## config.mk

```make
export PLATFORM = sky130hd
export DESIGN_NAME = integrator_differentiator
export DESIGN_NICKNAME = d
export VERILOG_FILES = /design/src/rtl/integrator_types.sv /design/src/rtl/integrator_diff_hist.sv /design/src/rtl/integrator_differentiator.sv
export SDC_FILE = /design/constraint.sdc
export NUM_CORES = 1
export LEC_CHECK = 0
export BUFFER_PORTS_ARGS = -buffer_cell sky130_fd_sc_hd__buf_2
export CORE_ASPECT_RATIO = 0.8
export CORE_MARGIN = 2
export CORE_UTILIZATION = 53
export CTS_CLUSTER_SIZE = 30
export DETAILED_ROUTE_END_ITERATION = 10
export PLACE_DENSITY_LB_ADDON = 0.3
export RECOVER_POWER = 100
export SETUP_SLACK_MARGIN = 0.3
export SYNTH_ARGS = -nofsm -noshare
export SYNTH_HDL_FRONTEND = slang
export SYNTH_SLANG_ARGS = --single-unit
```

## constraint.sdc

```tcl
create_clock -name system1000 -period 2.1 [get_ports system1000]
set_clock_uncertainty 0.05 [all_clocks]
set_input_delay 0.21 -clock system1000 [delete_from_list [all_inputs] [get_ports system1000]]
set_output_delay 0.21 -clock system1000 [all_outputs]
set_load 0.1 [all_outputs]
```

## src/rtl/integrator_types.sv

```systemverilog
// Shared types and constants for the integrator / differentiator pair.
// The differentiator top stays width-generic; these typedefs describe the
// default sample and result formats used by the surrounding chain.
package integrator_types;

   localparam int W     = 10;
   localparam int M_MAX = 64;

   typedef logic signed [W-1:0] sample_t;
   typedef logic signed [W:0]   diff_t;

   // Index width for a buffer of the given depth. A depth of one still gets
   // a single-bit index so every vector has a legal width.
   function automatic int index_width(input int depth);
      return (depth > 1) ? $clog2(depth) : 1;
   endfunction

endpackage

```

## src/rtl/integrator_diff_hist.sv

```systemverilog
// M-deep circular history of accepted samples for the comb differentiator.
// The read port always presents the oldest stored sample, which is the one
// about to be overwritten, i.e. x[n-M]. Slots that were never written read
// as zero, so the first M differences pass the input straight through.
module integrator_diff_hist
   import integrator_types::index_width;
#(
   parameter int W = 10,
   parameter int M = 1
) (
   input  logic         system1000,
   input  logic         system1000_rst,
   input  logic         clear,
   input  logic         wr_en,
   input  logic [W-1:0] wr_data,
   output logic [W-1:0] rd_data,
   output logic         primed
);

   localparam int PW = index_width(M);
   localparam int CW = index_width(M + 1);

   localparam logic [PW-1:0] PTR_LAST = PW'(M - 1);
   localparam logic [PW-1:0] PTR_ONE  = PW'(1);
   localparam logic [CW-1:0] CNT_FULL = CW'(M);
   localparam logic [CW-1:0] CNT_ONE  = CW'(1);

   logic [W-1:0]  hist [M];
   logic [PW-1:0] ptr;
   logic [CW-1:0] count;

   assign rd_data = hist[ptr];
   assign primed  = (count == CNT_FULL);

   // Storage, wrap-around pointer and saturating fill count; clear wipes the
   // buffer so samples from an old stream never leak into the next one.
   always_ff @(posedge system1000 or posedge system1000_rst) begin
      if (system1000_rst) begin
         for (int i = 0; i < M; i++) begin
            hist[i] <= '0;
         end
         ptr   <= '0;
         count <= '0;
      end else if (clear) begin
         for (int i = 0; i < M; i++) begin
            hist[i] <= '0;
         end
         ptr   <= '0;
         count <= '0;
      end else if (wr_en) begin
         hist[ptr] <= wr_data;
         ptr       <= (ptr == PTR_LAST) ? '0 : ptr + PTR_ONE;
         if (count != CNT_FULL) begin
            count <= count + CNT_ONE;
         end
      end
   end

endmodule

```

## src/rtl/integrator_differentiator.sv

```systemverilog
// Streaming comb differentiator y[n] = x[n] - x[n-M] with a valid/ready
// handshake and a single output register stage. With MODULAR set, the
// difference is wrapped to W bits so it exactly undoes a wrapping
// integrator; otherwise the full W+1-bit difference is produced.
module integrator_differentiator
   import integrator_types::M_MAX;
#(
   parameter int W       = 10,
   parameter int M       = 1,
   parameter int MODULAR = 1
) (
   input  logic         system1000,
   input  logic         system1000_rst,
   input  logic         clear,
   input  logic         in_valid,
   output logic         in_ready,
   input  logic [W-1:0] in_data,
   output logic         out_valid,
   input  logic         out_ready,
   output logic [W:0]   out_data,
   output logic         out_primed
);

   // Out-of-range depths are pinned to the supported 1..M_MAX window.
   localparam int DEPTH = (M < 1) ? 1 : ((M > M_MAX) ? M_MAX : M);

   logic              accept;
   logic [W-1:0]      hist_data;
   logic              hist_primed;
   logic signed [W:0] full_diff;
   logic [W-1:0]      wrapped;
   logic [W:0]        result;

   // A new sample may enter whenever the output slot is free or being
   // drained this cycle; a flush cycle never accepts data.
   assign in_ready = !clear && (!out_valid || out_ready);
   assign accept   = in_valid && in_ready;

   integrator_diff_hist #(
      .W (W),
      .M (DEPTH)
   ) u_hist (
      .system1000     (system1000),
      .system1000_rst (system1000_rst),
      .clear          (clear),
      .wr_en          (accept),
      .wr_data        (in_data),
      .rd_data        (hist_data),
      .primed         (hist_primed)
   );

   // Difference of the sign-extended operands, optionally wrapped back to W
   // bits and re-extended so the top two result bits always agree.
   always_comb begin
      full_diff = $signed({in_data[W-1], in_data}) - $signed({hist_data[W-1], hist_data});
      wrapped   = full_diff[W-1:0];
      if (MODULAR != 0) begin
         result = {wrapped[W-1], wrapped};
      end else begin
         result = full_diff;
      end
   end

   // Output register: load on accept, drop valid once drained, otherwise hold
   // everything still so a stalled consumer sees a stable result.
   always_ff @(posedge system1000 or posedge system1000_rst) begin
      if (system1000_rst) begin
         out_valid  <= 1'b0;
         out_data   <= '0;
         out_primed <= 1'b0;
      end else if (accept) begin
         out_valid  <= 1'b1;
         out_data   <= result;
         out_primed <= hist_primed;
      end else if (out_ready) begin
         out_valid  <= 1'b0;
      end
   end

endmodule

```

### Word-level counts from Yosys, hierarchy flattened

Index checks and enable logic that the tools add are counted.

| cells by class | value |
|---|---|
| add/subtract/negate cells | 3 |
| $lt $le $gt $ge | 2 |
| muxes and demuxes | 13 |
| reductions and logical operators | 8 |

Operator list:

| operator | number |
|---|---|
| two-way mux 10 bit | 4 |
| bitwise mux 10 bit | 1 |
| subtractor 10 bit | 1 |
| two-way mux 1 bit | 8 |
| nonzero test 2 bit | 2 |
| logical AND 1 bit | 3 |
| adder 1 bit, second input constant | 2 |
| logical NOT 1 bit | 2 |
| >= comparator 1 bit, second input constant | 1 |
| logical OR 1 bit | 1 |
| < comparator 1 bit, second input constant | 1 |

| storage, ports and cells | value |
|---|---|
| register bits after elaboration | 24 |

### Longest topological paths before layout

Gate-level depths: netlist of run 1.

| logic depth | value |
|---|---|
| depth after elaboration | 6 |
| mapped depth | 9 |
| depth with buffers taken out | 9 |

### Cells and area by module

A second synthesis of run 1 with hierarchy kept.

| unflattened totals | value |
|---|---|
| cells, all modules | 145 |
| area total of the unflattened synthesis | 1347.5 µm² |

Modules (own cells, without submodules):

| module | instances | cells an instance | area each (µm²) | seq. area each (µm²) |
|---|---|---|---|---|
| integrator_differentiator | 1 | 109 | 907.1 | 300.3 |
| integrator_diff_hist | 1 | 36 | 440.4 | 275.3 |

### Worst setup path after synthesis of run 1

OpenSTA, ideal clock, no wires.

| timing path | value |
|---|---|
| path type | flip-flop to flip-flop |
| start point | reg out_valid |
| end point | reg out_data[4] |
| setup time | 130 ps |
| data arrival time | 2966 ps |
| data required time | 1920 ps |
| slack | -1046 ps |
| cell stages (with the launch flop) | 7 |
| path buffers | 1 |
| clock period less this slack | 3146 ps |
| path through | dfrtp_1 -> nor2b_4 -> nor2_1 -> nand2_2 -> buf_2 -> nand2_1 -> o21ai_0 |

| between the ends | value |
|---|---|
| cells in the longest elaborated chain, start to end | 4 |

RTL lines:

| element | RTL line | text |
|---|---|---|
| from (decl) | integrator_differentiator.sv:18 | `output logic out_valid,` |
| from (signal assigned) | integrator_differentiator.sv:68 | `out_valid <= 1'b0;` |
| from (signal assigned) | integrator_differentiator.sv:72 | `out_valid <= 1'b1;` |
| from (signal assigned) | integrator_differentiator.sv:76 | `out_valid <= 1'b0;` |
| logical NOT 1 bit | integrator_differentiator.sv:36 | `assign in_ready = !clear && (!out_valid \|\| out_ready);` |
| logical OR 1 bit | integrator_differentiator.sv:36 |  |
| logical AND 1 bit | integrator_differentiator.sv:36 |  |
| named net in_ready | integrator_differentiator.sv:16 | `output logic in_ready,` |
| logical AND 1 bit | integrator_differentiator.sv:37 | `assign accept = in_valid && in_ready;` |
| to (signal assigned) | integrator_differentiator.sv:73 | `out_data <= result;` |
| to (decl) | integrator_differentiator.sv:20 | `output logic [W:0] out_data,` |

The timed path passes the listed nets, and every way through them passes these cells.
A chain may end at the register's enable or synchronous reset.

### Worst setup path after layout of run 1

| timing path | value |
|---|---|
| start point | reg u_hist.hist[0] (netlist bit) |
| end point | reg out_data[8] |

| between the ends | value |
|---|---|
| cells in the longest elaborated chain, start to end | 2 |

RTL lines:

| element | RTL line | text |
|---|---|---|
| from (decl) | integrator_diff_hist.sv:28 | `logic [W-1:0] hist [M];` |
| from (signal, indexed assignment) | integrator_diff_hist.sv:51 | `hist[ptr] <= wr_data;` |
| two-way mux 10 bit (not written as such) | integrator_diff_hist.sv:32 | `assign rd_data = hist[ptr];` |
| subtractor 10 bit | integrator_differentiator.sv:55 | `full_diff = $signed({in_data[W-1], in_data}) - $signed({hist_data[W-1], hist_data});` |

No other way between the ends. The select of a mux whose other input is x is not followed.

==> run_results.csv, run 1 <==
group,metric,value,unit
synth,synth_top_area_cell,"dfrtp_1",
die,chipWidth,60.0,µm
layout,final_cells,210,
grt,grtUsageMet2,0.348,
layout,layout-drive-gt1-share,0.253,
layout,synthToLayoutAreaGrowth,22.4,%
timing,fmax,489,MHz
min_path,hold_path.class,"input pin to flop",
drt,wl,3.33,mm
placement,dpl_cell_area,1530,µm²
grt,grt_pass1_wl,4.72,mm
power,ir_drop,0.000512,V
layout,utilization,0.672,
clock_network,clk_pin_slew,0.13,ns
synth,yosys-top-cells-area,"dfrtp_1 43%, ha_1 8.5%, nand2_1 6.5%, o31ai_1 5.1%, o21ai_0 3.8%",
clock_network,numCtsBuffers,3,
grt,antenna_found_initial,0,
synth,syn_inst,139,
placement,io_buffers,28,
drt,drt-pass1-iter-count,4,
run,maxCapViolations,0,
synth,synth_area,1330,µm²
clock_network,cts.sinks,23,
die,rows,16,
timing,rsz0062_at_grt,"true",
synth,synth_top_area_frac,0.433,
timing,finalCriticalPeriod,2.05,ns
synth,async_reset_ff_frac,1.00,
power,p_leak,0.719,nW
grt,top_usage_layer,"met2",
clock_network,h-tree-depth,1,
critical_path,cp_data_required_time,2.22,ns
critical_path,cp_cell_sequence,"ha_1, inv_2, fa_2, a211oi_2, o21bai_1, o21ai_1, xor2_1, o21ai_0",
critical_path,critPathSlowestCell,"dfrtp_1",
die,dieHeight,48.8,µm
drt,wl_per_cell,15.9,µm
timing,timing.final.crit_share,0.974,
placement,place_ws,0.0564,ns
critical_path,path_max_fanout,2,
clock_network,clockRootBuffer,"clkbuf_4",
timing,max_slew.worst_pin.slew,1.18,ns
synth,synth_seq_cells,23,
synth,postSynthAreaPerCell,9.57,µm²
grt,gr-usage-met1,0.272,
synth,synth_edf_count,0,
timing,relSlewSlack,0.214,
grt,groute.usage.overall,0.210,
critical_path,crit_type,"flop to flop",
synth,yosys_warnings,0,
grt,grt.overflow.total,0,
timing,worst_hold_slack,0.0666,ns
timing,drv_slew,0,
placement,place_inst,201,
die,io_pins,29,
layout,diodes,0,
drt,drtAntennaViolNets,0,
die,core_area,2420,µm²
critical_path,startpoint_type,"flop",
power,total_power,1.62,mW
clock_network,insertion_delay,0.31,ns
grt,grt_start_max_net_pins,19,
status,status,"finished clean",
synth,synthFlopType,"dfrtp_1",
die,fp.dieArea,2930,µm²
synth,yosysSeqAreaShare,0.433,
synth,synth_commonest_cells,"23 x dfrtp_1, 23 x nand2_1, 12 x inv_1, 10 x o21ai_0",
layout,fin_area,1630,µm²
placement,dp_hpwl,2.16,mm
timing,final.setup.tns,0,ns
power,power_density,993,nW/µm²
layout,final_net_count,200,
timing,finalSetupViolCount,0,
critical_path,crit_arrival,2.17,ns
drt,route.detailed.drc,0,
synth,synth_fp_nets,164,
drt,drt_iter0_markers,48,
clock_network,clockBufferDepth,2,
placement,gp_congestion,0.789,
drt,vias_per_cell,5.62,
critical_path,cp-end-kind,"flop",
timing,final_hold_viol_count,0,
clock_network,cts_tree,"built",
timing,worst_slack,0.0541,ns
synth,synth_cell_types,38,
grt,first_global_vias,1084,
grt,met3_usage,0.0557,
critical_path,slowest_delay,0.37,ns
die,initial_core_util,0.549,
drt,vias,1181,
## layout by cell type (no fill, tap or decap), types with 2 or more instances in the layout
cell / count
xor2_1: 5
dfrtp_1: 22
xnor2_1: 2
o21ai_1: 5
clkbuf_1: 14
nor3b_2: 2
a21oi_1: 6
clkbuf_2: 3
o21a_1: 2
ha_1: 7
clkbuf_4: 3
o21ai_0: 7
buf_2: 14
o31ai_1: 8
a21oi_2: 3
buf_4: 4
nand2_1: 24
o211ai_1: 2
inv_2: 2
nor2_1: 3
inv_1: 10
## path summary, 6_finish.rpt
path                                               to  slack [ns]  depth (start not counted)                        from
setup / recovery              out_data[8]$_DFFE_PP0P_        0.05                          8  u_hist.hist[0]$_DFFE_PP0P_
hold / removal             u_hist.hist[8]$_DFFE_PP0P_        0.07                          3                  in_data[8]
setup reg to reg              out_data[8]$_DFFE_PP0P_        0.05                          8  u_hist.hist[0]$_DFFE_PP0P_
hold reg to reg               out_data[1]$_DFFE_PP0P_        0.44                          2     out_data[1]$_DFFE_PP0P_
max in group asynchronous  u_hist.hist[1]$_DFFE_PP0P_        0.68                          4              system1000_rst
min in group asynchronous       out_valid$_DFFE_PP0P_        0.37                          3              system1000_rst
## flip-flops by register name (all words and copies together) (netlist names)
name and count:
out_data 10, out_primed 1, out_valid 1, u_hist.hist 10, u_hist.primed 1
## critical path, delay by kind of cell, from the launching register on
family / cells / cell delay, ns
DFF: 1 / 0.37
AOI/OAI and AO/OA: 4 / 0.67
xor gates and xnor gates: 1 / 0.22
buffers and inverters: 1 / 0.05
adders and majority gates: 2 / 0.53
## kinds of logic (layout without fill, tap and decap cells)
kind of cell,after synthesis,after routing,share of synthesized area
AOI/OAI and AO/OA,43,43,0.214
xor gates and xnor gates,7,7,0.0461
adders and majority gates,10,10,0.0997
and+or+nand+nor,39,39,0.153
DFF,23,23,0.433
buffers and inverters,17,52,0.0536
## per-layer routing
metal / vias up / wire length [µm]
li1: 557 / -
met1: 555 / 1450
met2: 58 / 1580
met3: 11 / 215
met4: 0 / 88
met5: - / 0
## power by group
part	internal [mW]	total [mW]	leakage [nW]	switching (mW)
combinational	0.169	0.858	0.413	0.688
sequential	0.514	0.548	0.289	0.0342
clock	0.0712	0.211	0.0177	0.140
total	0.754	1.62	0.719	0.862
## what timing repair did
| action | 4_1_cts | 5_1_grt |
|---|---|---|
| hold endpoints to repair | 10 | 0 |
| hold buffers | 1 | 0 |
| endpoints found under the setup margin | 4 | 7 |
| gates resized for setup | 3 | 14 |
| gates cloned | 0 | 0 |
| buffers inserted | 2 | 2 |
| pin swaps | 3 | 4 |
## final cells by class
cell class | instances | area, µm²
inverters | 12 | 45.0
flip-flops and latches | 23 | 579
clock buffers | 3 | 22.5
well taps | 36 | 45.0
fillers | 215 | 795
multi-input cells | 99 | 753
clock inverters | 1 | 5.00
repair buffers | 36 | 178
No activity file was read; power rests on OpenSTA's default activity.
==> run 2: changes to the inputs <==
--- a/config.mk
+++ b/config.mk
@@ -6,9 +6,11 @@
 export NUM_CORES = 1
 export LEC_CHECK = 0
 export BUFFER_PORTS_ARGS = -buffer_cell sky130_fd_sc_hd__buf_2
+export CELL_PAD_IN_SITES_DETAIL_PLACEMENT = 1
+export CELL_PAD_IN_SITES_GLOBAL_PLACEMENT = 1
 export CORE_ASPECT_RATIO = 0.8
 export CORE_MARGIN = 2
-export CORE_UTILIZATION = 53
+export CORE_UTILIZATION = 40
 export CTS_CLUSTER_SIZE = 30
 export DETAILED_ROUTE_END_ITERATION = 10
 export PLACE_DENSITY_LB_ADDON = 0.3
==> run_results.csv, run 2 (synthesis results as in run 1) <==
group,metric,value,unit
clock_network,cts_tree,"built",
placement,place_inst,205,
grt,groute.usage.overall,0.189,
drt,route.detailed.drc,0,
timing,max_slew.worst_pin.slew,1.17,ns
clock_network,clockRootBuffer,"clkbuf_8",
critical_path,cp_data_required_time,2.19,ns
die,core_area,3130,µm²
critical_path,cp-end-kind,"flop",
grt,grt.overflow.total,0,
placement,io_buffers,28,
critical_path,crit_type,"flop to flop",
critical_path,setup.worst_path.start,"u_hist.hist[0]$_DFFE_PP0P_",
power,power_density,1020,nW/µm²
die,initial_core_util,0.425,
timing,final.setup.tns,0,ns
layout,diodes,0,
timing,timing.final.crit_share,0.961,
drt,drt_iter0_markers,56,
timing,fmax,495,MHz
grt,grt_pass1_wl,5.50,mm
placement,gp_congestion,0.915,
die,io_pins,29,
drt,vias_per_cell,5.43,
layout,reg.largest.list,"out_data: 10 flops, u_hist.hist: 10 flops",
die,chipWidth,68.5,µm
power,p_leak,0.741,nW
min_path,hold_path.class,"input pin to flop",
timing,finalSetupViolCount,0,
layout,layout-drive-gt1-share,0.261,
timing,finalCriticalPeriod,2.02,ns
timing,final_hold_viol_count,0,
clock_network,cts.sinks,23,
clock_network,clockBufferDepth,2,
grt,antenna_found_initial,0,
clock_network,h-tree-depth,1,
layout,final_net_count,202,
placement,place_ws,0.0941,ns
clock_network,insertion_delay,0.27,ns
timing,drv_slew,0,
grt,grt_start_max_net_pins,19,
die,dieHeight,55.6,µm
drt,wl,3.70,mm
clock_network,numCtsBuffers,3,
clock_network,clk_pin_slew,0.08,ns
timing,rsz0062_at_grt,"true",
min_path,min_delay_path_depth,3,
drt,vias,1173,
critical_path,startpoint_type,"flop",
drt,drt-pass1-iter-count,4,
layout,utilization,0.530,
critical_path,reg2reg_depth,8,
placement,dp_hpwl,2.36,mm
min_path,min-delay-start,"in_data[4]",
run,maxCapViolations,0,
status,status,"finished clean",
critical_path,reg2reg_from,"u_hist.hist[0]$_DFFE_PP0P_",
critical_path,path_max_fanout,3,
drt,wl_per_cell,17.1,µm
layout,final_cell_mix,"24 x nand2_1, 22 x dfrtp_1, 14 x buf_2, 14 x clkbuf_1, 11 x inv_1",
power,ir_drop,0.000414,V
layout,synthToLayoutAreaGrowth,24.8,%
grt,first_global_vias,1169,
layout,final_common_cell,"nand2_1",
die,fp.dieArea,3810,µm²
layout,final_cells,216,
timing,relSlewSlack,0.226,
timing,worst_slack,0.0816,ns
critical_path,crit_arrival,2.11,ns
die,rows,18,
drt,drtAntennaViolNets,0,
run 2: changes by cell type in the layout (fill, tap and decap cells not counted), sizes merged:
cell,delta
buf,+4
clkbuf,-2
run 2: worst max-delay path, cell delays in order (launching register included):
cell and delay (ns):
dfrtp_1 0.37, ha_1 0.21, inv_2 0.05, fa_2 0.37
buf_4 0.15, a21o_2 0.21, a21oi_1 0.18, xor2_1 0.21
o21ai_1 0.09
run 2: power by group:
group / switching, mW / total [mW] / internal, mW
Clock: 0.153 / 0.286 / 0.133
Sequential: 0.0358 / 0.550 / 0.514
Combinational: 0.689 / 0.866 / 0.177
Total: 0.877 / 1.70 / 0.824
run 2: layout make-up:
type	count	area (µm²)
Fill cell	374	1470
Clock buffer	3	41.3
Inverter	12	45.0
Tap cell	40	50.0
Timing Repair Buffer	38	198
Sequential cell	23	579
Multi-Input combinational cell	99	742
Clock inverter	1	5.00
run 2: what timing repair did:
item	in CTS	in global routing
setup buffers	2	4
pin swaps	6	7
resized for setup	4	13
setup endpoints to repair	5	6
hold endpoints to repair	12	0
hold buffers	1	0
run 2: worst paths after layout:
path | slack (ns) | endpoint
min reg2reg | 0.43 | out_data[1]$_DFFE_PP0P_
min in group asynchronous | 0.46 | out_valid$_DFFE_PP0P_
min | 0.11 | u_hist.hist[4]$_DFFE_PP0P_
max reg2reg | 0.08 | out_data[4]$_DFFE_PP0P_
max in group asynchronous | 0.64 | out_data[2]$_DFFE_PP0P_
max | 0.08 | out_data[4]$_DFFE_PP0P_
run 2: through the flow:
stage / hold slack [ns] / total power [mW] / cell area, µm²
floorplan: 0.162 / 1.24 / 1360
global placement: 0.207 / 1.36 / 1540
detailed placement: 0.221 / 1.38 / 1540
CTS: 0.114 / 1.68 / 1620
global route: 0.115 / 1.79 / 1660
finish: 0.112 / 1.70 / 1660
run 2: layer usage:
metal	track usage	up-vias	routed length (µm)	share of wire
li1	-	559	-	-
met1	0.259	579	1700	0.46
met2	0.309	31	1780	0.48
met3	0.0425	4	181	0.049
met4	0.0257	0	32	0.0087
met5	0	-	0	0
